### src/rtl/mem_access_pkg.sv
// Shared types and constants for the data-memory access unit.
// Big-endian lane numbering: byte offset k lives in bits [31-8k -: 8].
package mem_access_pkg;

    typedef enum logic [1:0] {
        SZ_WORD = 2'b00,
        SZ_HALF = 2'b01,
        SZ_BYTE = 2'b10,
        SZ_RSVD = 2'b11
    } size_t;

    typedef enum logic [2:0] {
        IDLE,
        RD_WAIT,
        CAPTURE,
        WRITE,
        RESP,
        ERR
    } state_t;

    localparam int MAX_LATENCY = 4;
    localparam int CNT_W       = $clog2(MAX_LATENCY);

    // A request is rejected when its size is reserved or its address is not
    // naturally aligned for that size.
    function automatic logic is_misaligned(input size_t size, input logic [1:0] offset);
        logic bad;
        case (size)
            SZ_WORD: bad = (offset != 2'b00);
            SZ_HALF: bad = offset[0];
            SZ_BYTE: bad = 1'b0;
            default: bad = 1'b1;
        endcase
        return bad;
    endfunction

endpackage

### src/rtl/mem_lane_align.sv
// Combinational lane steering: extracts/extends sub-word loads and merges
// sub-word store data into a previously read memory word.
module mem_lane_align
    import mem_access_pkg::*;
(
    input  logic [31:0] word,
    input  logic [1:0]  offset,
    input  size_t       size,
    input  logic        sign_ext,
    input  logic [31:0] wdata,
    output logic [31:0] load_data,
    output logic [31:0] store_word
);

    logic [7:0]  byte_sel;
    logic [15:0] half_sel;

    always_comb begin
        case (offset)
            2'd0:    byte_sel = word[31:24];
            2'd1:    byte_sel = word[23:16];
            2'd2:    byte_sel = word[15:8];
            default: byte_sel = word[7:0];
        endcase
        half_sel = offset[1] ? word[15:0] : word[31:16];
    end

    always_comb begin
        load_data = word;
        case (size)
            SZ_BYTE: load_data = {{24{sign_ext & byte_sel[7]}}, byte_sel};
            SZ_HALF: load_data = {{16{sign_ext & half_sel[15]}}, half_sel};
            default: load_data = word;
        endcase
    end

    // Only the addressed lane is replaced; every other bit comes from the read word.
    always_comb begin
        store_word = word;
        case (size)
            SZ_BYTE: begin
                case (offset)
                    2'd0:    store_word[31:24] = wdata[7:0];
                    2'd1:    store_word[23:16] = wdata[7:0];
                    2'd2:    store_word[15:8]  = wdata[7:0];
                    default: store_word[7:0]   = wdata[7:0];
                endcase
            end
            SZ_HALF: begin
                if (offset[1])
                    store_word[15:0] = wdata[15:0];
                else
                    store_word[31:16] = wdata[15:0];
            end
            default: store_word = wdata;
        endcase
    end

endmodule

### src/rtl/mem_access_unit.sv
// Responder side of the CPU data-memory interface: one request at a time,
// word accesses direct, sub-word stores via read-modify-write.
module mem_access_unit
    import mem_access_pkg::*;
#(
    parameter int MEM_LATENCY = 1
)
(
    input  logic        clock,
    input  logic        reset,
    input  logic        req_valid,
    output logic        req_ready,
    input  logic        req_write,
    input  logic [1:0]  req_size,
    input  logic        req_signed,
    input  logic [31:0] req_addr,
    input  logic [31:0] req_wdata,
    output logic        resp_valid,
    output logic [31:0] resp_rdata,
    output logic        resp_error,
    output logic [31:0] mem_addr,
    output logic        mem_wr,
    output logic [31:0] mem_wdata,
    input  logic [31:0] mem_rdata
);

    state_t             state_q, state_d;
    logic [CNT_W-1:0]   lat_cnt;
    logic               wr_q;
    size_t              size_q;
    logic               sign_q;
    logic [1:0]         offset_q;
    logic [31:0]        wdata_q;
    logic [31:0]        data_q;
    logic               accept;
    logic               bad_req;
    size_t              req_size_e;
    logic [31:0]        load_data;
    logic [31:0]        store_word;

    assign req_size_e = size_t'(req_size);
    assign accept     = req_valid && req_ready;
    assign bad_req    = is_misaligned(req_size_e, req_addr[1:0]);

    mem_lane_align u_align (
        .word       (mem_rdata),
        .offset     (offset_q),
        .size       (size_q),
        .sign_ext   (sign_q),
        .wdata      (wdata_q),
        .load_data  (load_data),
        .store_word (store_word)
    );

    always_ff @(posedge clock or negedge reset) begin
        if (!reset)
            state_q <= IDLE;
        else
            state_q <= state_d;
    end

    // Strobes decode straight from the state so an async reset drops mem_wr at once.
    always_comb begin
        state_d    = state_q;
        req_ready  = (state_q == IDLE) && reset;
        mem_wr     = (state_q == WRITE);
        resp_valid = (state_q == RESP) || (state_q == ERR);
        resp_error = (state_q == ERR);
        resp_rdata = ((state_q == RESP) && !wr_q) ? data_q : 32'h0;
        case (state_q)
            IDLE: begin
                if (accept) begin
                    if (bad_req)
                        state_d = ERR;
                    else if (req_write && (req_size_e == SZ_WORD))
                        state_d = WRITE;
                    else
                        state_d = RD_WAIT;
                end
            end
            RD_WAIT: if (lat_cnt == '0) state_d = CAPTURE;
            CAPTURE: state_d = wr_q ? WRITE : RESP;
            WRITE:   state_d = RESP;
            RESP:    state_d = IDLE;
            ERR:     state_d = IDLE;
            default: state_d = IDLE;
        endcase
    end

    always_ff @(posedge clock or negedge reset) begin
        if (!reset) begin
            lat_cnt   <= '0;
            wr_q      <= 1'b0;
            size_q    <= SZ_WORD;
            sign_q    <= 1'b0;
            offset_q  <= 2'b00;
            wdata_q   <= 32'h0;
            data_q    <= 32'h0;
            mem_addr  <= 32'h0;
            mem_wdata <= 32'h0;
        end else begin
            case (state_q)
                IDLE: begin
                    if (accept) begin
                        wr_q     <= req_write;
                        size_q   <= req_size_e;
                        sign_q   <= req_signed;
                        offset_q <= req_addr[1:0];
                        wdata_q  <= req_wdata;
                        lat_cnt  <= CNT_W'(MEM_LATENCY - 1);
                        if (!bad_req) begin
                            mem_addr <= {req_addr[31:2], 2'b00};
                            if (req_write && (req_size_e == SZ_WORD))
                                mem_wdata <= req_wdata;
                        end
                    end
                end
                RD_WAIT: begin
                    if (lat_cnt != '0)
                        lat_cnt <= lat_cnt - CNT_W'(1);
                end
                CAPTURE: begin
                    data_q <= load_data;
                    if (wr_q)
                        mem_wdata <= store_word;
                end
                default: ;
            endcase
        end
    end

endmodule

### config.mk
export PLATFORM = sky130hd
export DESIGN_NAME = mem_access_unit
export DESIGN_NICKNAME = d
export VERILOG_FILES = /design/src/rtl/mem_access_pkg.sv /design/src/rtl/mem_lane_align.sv /design/src/rtl/mem_access_unit.sv
export SDC_FILE = /design/constraint.sdc
export NUM_CORES = 1
export LEC_CHECK = 0
export ABC_AREA = 1
export BUFFER_PORTS_ARGS = -buffer_cell sky130_fd_sc_hd__buf_4
export CORE_ASPECT_RATIO = 0.6
export CORE_MARGIN = 2
export CORE_UTILIZATION = 45
export DETAILED_ROUTE_END_ITERATION = 16
export GPL_ROUTABILITY_DRIVEN = 1
export PLACE_DENSITY_LB_ADDON = 0.1
export SYNTH_ARGS = -nofsm -noshare
export SYNTH_HDL_FRONTEND = slang
export SYNTH_HIERARCHICAL = 1
export SYNTH_SLANG_ARGS = --single-unit
### constraint.sdc
create_clock -name clock -period 2.2 [get_ports clock]
set_input_delay 0.33 -clock clock [delete_from_list [all_inputs] [get_ports clock]]
set_output_delay 0.33 -clock clock [all_outputs]
set_load 0.01 [all_outputs]
# After elaboration in Yosys (flattened, before gate mapping)
# Index checks and enable logic that the tools add are counted.
# word_totals
register_bits,137
inputBits,103
output_inout_bits,100
wordCells,77
# classes
addsub,1
n_eq_ne,17
n_mux,26
bitwise_logic,3
reduce_logical,20
# ops
operator,count
case mux 32 bit (2 select lines),3
two-way mux 32 bit,5
two-way mux 16 bit,3
two-way mux 8 bit,4
case mux 8 bit (3 select lines),1
two-way mux 3 bit,4
case mux 3 bit (4 select lines),1
"inequality test 2 bit, second input constant",5
nonzero test 2 bit,4
"equality test 2 x 1 -> 1 bit, second input constant",3
"equality test 2 bit, second input constant",3
"equality test 3 x 2 -> 1 bit, second input constant",2
"equality test 3 bit, second input constant",2
logical NOT 2 bit,3
two-way mux 2 bit,3
AND reduction 3 bit,2
AND reduction 5 bit,1
logical AND 1 bit,4
case mux 2 bit (2 select lines),1
AND reduction 2 bit,2
"equality test 3 x 1 -> 1 bit, second input constant",1
logical NOT 3 bit,1
case mux 1 bit (3 select lines),1
OR reduction 3 bit,1
other kinds (6),7

# Longest topological paths before layout
# depth
ltp_word,6
ltp_mapped,13
ltp_nobuf,12

# Cells and area by module
# Netlist, hierarchy kept.
# modules_own_cells
mod,n_inst,cells_per_inst,area_per_inst_um2,seq_area_each_um2
mem_access_unit,1,755,5965.7,3428.3
mem_lane_align,1,377,1697.9,0.0

# Least setup slack after synthesis
# No wires, ideal clock.
# synth_timing
kind,register to register
startpoint,reg size_q[0]
endpoint,reg mem_wdata[5]
setup_ns,0.065
arrival_time_ns,1.622
required_ns,2.135
setup_slack_ns,0.513
stages_incl_launch_ff,13
path_buffers,3
period_less_slack_ns,1.687
path_cell_list,dfrtp_1 inv_1 ha_1 buf_2 inv_1 buf_2 buf_2 nand3_1 o21ai_0 nand2_1 nand2_1 nand3_1 nand2_1
# synth_between
elab_chain_len,4
elab_cells_between_ends,5
classes_between,eq/ne: 2; mux: 3
# synth_lines
item,line_no,rtl
from (decl),mem_access_unit.sv:30,size_t size_q;
from (signal assigned),mem_access_unit.sv:106,size_q <= req_size_e;
equality test 2 x 1 -> 1 bit or equality test 2 bit (tied branches),mem_lane_align.sv:40,case (size)
case mux 32 bit (2 select lines) *,mem_lane_align.sv:40,
via store_word[5],mem_access_unit.sv:39,logic [31:0] store_word;
two-way mux 32 bit *,mem_access_unit.sv:124,if (wr_q)
case mux 32 bit (2 select lines) *,mem_access_unit.sv:102,case (state_q)
to (signal assigned),mem_access_unit.sv:114,mem_wdata <= req_wdata;
to (signal assigned),mem_access_unit.sv:125,mem_wdata <= store_word;
to (decl),mem_access_unit.sv:23,"output logic [31:0] mem_wdata,"
# Mark *: on every way through the listed nets, which the timed path passes. The rest lies on a longest branch. The select of a mux whose other input is x is not followed.
# A chain may end at the register's enable or synchronous reset.

# Worst setup path in the final report
# layout_timing
startpoint,reg state_q[1]
endpoint,out resp_rdata[0]
# layout_between
elab_chain_len,3
# layout_lines
item,line_no,rtl
from (decl),mem_access_unit.sv:27,"state_t state_q, state_d;"
from (signal assigned),mem_access_unit.sv:59,state_q <= state_d;
equality test 3 bit,mem_access_unit.sv:69,resp_rdata = ((state_q == RESP) && !wr_q) ? data_q : 32'h0;
logical AND 1 bit,mem_access_unit.sv:69,
two-way mux 32 bit,mem_access_unit.sv:69,
to (decl),mem_access_unit.sv:19,"output logic [31:0] resp_rdata,"
# Every way passes these cells.

==> flow_summary.ini <==
[status]
status = completed

[setup_path]
crit_path_max_fanout = 32
endpoint_kind = primary output
rr_worst_depth = 11
cp.required_ns = 1.87
slowest_delay_ns = 0.44
crit_chain = nor2_2 -> nand3_1 -> buf_4 -> nor2_1 -> buf_4
cp_slowest_cell = dfrtp_1
path_class = flip-flop to primary output
cp-start-kind = flip-flop
worst_path_most_repeated_cell = buf_4
cp.arrival_ns = 1.72

[timing]
hold_viol = 0
finalMaxSlewViolations = 0
timing.hold.ws_ns = 0.0182
max_freq_mhz = 487
finalCritPeriodShare_pct = 93.4
max-slew-margin-rel_pct = 48.7
worst_pin_slew_ns = 0.770
tns_ns = 0
fin_skew_ns = 0.0135
setup_viol = 0
post-route-min-period_ns = 2.05
rsz0062_at_grt = no

[synth]
synth_cell_types = 26
syn_avg_cell_area_um2 = 6.77
synth_xor_area_share_pct = 0
synth_edf_count = 0
muxShareOfSynthArea_pct = 0
synth_area_leaders = dfrtp_1, nand2_1, o21ai_0, nand3_1, nor2_1
synth_top_family_by_area = simple AND/OR/NAND/NOR gates
ys_seq_area_share_pct = 44.7
yosysWarnings = 6
synth_fa_ha_area_share_pct = 0.490
synth_top_area_share_pct = 44.7
synth-compound-area-share_pct = 12.8
synth_top_cell_by_area = dfrtp_1
synthFlopType = dfrtp_1
synth_area_mm2 = 0.00766
synth_seq_cells = 137
syn_inst = 1132
yosys.area_share.simple_pct = 34.1
synthArstFlopShare_pct = 100

[clock_network]
cts_tree = yes
cts-root-buf = clkbuf_16
h-tree-depth = 4
insertion_delay_ns = 0.42
clk_pin_slew_ns = 0.07
clk_path_buf_depth = 2
clock-sinks = 137
cts_made_buffers = 17
ctsHoldBuffers = 0

[power_and_ir_drop]
power_per_cell_area_mw_per_mm2 = 1470
seqPwrFrac_pct = 29.6
vdd_drop_max_v = 0.000832
p_sw_uw = 6620
internal_power_uw = 8130
switching_share_pct = 44.9
pwr-share-comb_pct = 49.6
p_leak_uw = 0.00539
clkPwrFrac_pct = 20.7
p_total_uw = 14700

[cells_and_area]
seqCellArea_mm2 = 0.00343
nFillCells = 1573
drive_gt1_share_pct = 21.1
stdcell_area_mm2 = 0.0100
layout.nets = 1419
areaGrowthSynthToFinish_pct = 30.9
multiInputGateArea_mm2 = 0.00364
antenna_cells = 0

[drt]
drc = 0
dr.pass1.iters = 5
vias_per_cell = 5.16
drt-initial-drc-count = 854
avgRoutedWirePerCell_um = 16.6
wirelength_um = 25800
ant_nets = 0
via_count = 8017

[floorplan]
die_h_um = 105
die_w_um = 172
core_area_mm2 = 0.0164
ios = 203
rows = 36
die_area_mm2 = 0.0181
start_util_pct = 46.6

[global_route]
grt_overflow = 0
first_global_vias = 7302
grt_max_degree = 138
antenna_found_initial = 0
track_usage_pct = 29.1
grt_pass1_wl_um = 40700

[placed_design]
hpwlAfterDp_um = 18600
port_buffers = 200
placed_cell_area_mm2 = 0.00942
gp_congestion = 0.956

[min_path]
min_path_type = primary input to async pin

[run]
drv_cap = 0
synthesized netlist by cell type (2+ instances only):
cell,n
inv_2,6
o31ai_1,8
o21ai_0,132
nor3_1,2
o21ai_1,5
dfrtp_1,137
clkbuf_1,23
buf_2,41
nand3_1,68
buf_4,3
a21oi_1,41
nand2_1,507
nor2_2,2
inv_1,66
nand2_2,6
nand4_1,3
nor2_1,71
ha_1,3
kinds of logic after synthesis:
family,count (synthesis)
buffers and inverters,141
and+or+nand+nor,661
AOI/OAI and AO/OA,189
other,1
adders and majority gates,3
DFF,137
per-stage QoR:
| stage | setup WS [ns] | util [%] | instances |
|---|---|---|---|
| 5_1_grt | 0.0460 | 61.0 | 1554 |
| 4_1_cts | 0.0926 | 61.0 | 1554 |
| 2_1_floorplan | 0.513 | - | 1133 |
| 3_3_place_gp | 0.299 | 57.3 | 1522 |
| 6_report | 0.145 | 61.0 | 1554 |
| 3_5_place_dp | 0.261 | 57.3 | 1522 |
cell type report:
class	instances	area share, %
clock buffer	18	4.28
multi-input combinational	855	36.3
inverter	72	2.69
clock inverter	14	1.85
tap	228	2.84
timing repair buffer	230	17.9
sequential	137	34.2
registers in the layout, indices dropped and copies added, names as in the netlist, 2 cells and up:
| signal | count |
|---|---|
| size_q | 2 |
| offset_q | 2 |
| mem_wdata | 32 |
| mem_addr | 30 |
| wdata_q | 32 |
| lat_cnt | 2 |
| data_q | 32 |
| state_q | 3 |
cells in the final DEF (no fill, tap or decap), types with 3 or more instances in the layout:
cell type,count
buf_4,224
nand2_2,6
a21oi_1,41
bufinv_16,3
nand4_1,3
dfrtp_1,137
clkbuf_16,17
inv_6,4
nand2_1,507
o31ai_1,8
buf_12,5
o21ai_1,5
nand3_1,68
nor2_1,70
inv_2,6
nor2_2,3
inv_1,66
o21ai_0,132
ha_1,3
power groups by stage:
| stage | registers, µW | logic, µW | clock network, µW |
|---|---|---|---|
| final | 4370 | 7320 | 3060 |
| after global routing | 4500 | 8200 | 3200 |
| after CTS | 4350 | 7250 | 3110 |
| after detailed placement | 4380 | 7220 | 0 |
| after global placement | 4380 | 7160 | 0 |
| after floorplan | 4430 | 4210 | 0 |
worst paths after layout:
| path | startpoint | endpoint | slack, ns |
|---|---|---|---|
| max | state_q[1]$_DFFE_PN0P_ | resp_rdata[0] | 0.15 |
| min | reset | mem_addr[10]$_DFFE_PN0P_ | 0.02 |
| max reg2reg | size_q[0]$_DFFE_PN0P_ | mem_wdata[1]$_DFFE_PN0P_ | 0.16 |
| min reg2reg | mem_wdata[16]$_DFFE_PN0P_ | mem_wdata[16]$_DFFE_PN0P_ | 0.47 |
| max in group asynchronous | reset | wdata_q[2]$_DFFE_PN0P_ | 1.58 |
| min in group clock | req_addr[3] | mem_addr[3]$_DFFE_PN0P_ | 0.11 |
routing by layer:
layer | global-route usage [%] | share of wire, % | wire, µm
met3 | 4.51 | 9.4 | 2430
met5 | 0 | 0 | 0
met1 | 48.3 | 50 | 12800
met4 | 4.20 | 0.52 | 134
met2 | 39.8 | 40 | 10400
critical path: cells and delay by family (launching register included):
kind	cells	cell delay (ns)
flip-flops	1	0.44
AND/OR/NAND/NOR	3	0.46
buffers and inverters	2	0.40
repair_timing:
item | CTS | global route
endpoints found under the setup margin | 0 | 8
gates resized for setup | 0 | 1
hold endpoints to repair | 0 | 0
buffers inserted | 0 | 0
No activity file was read; power rests on OpenSTA's default activity.
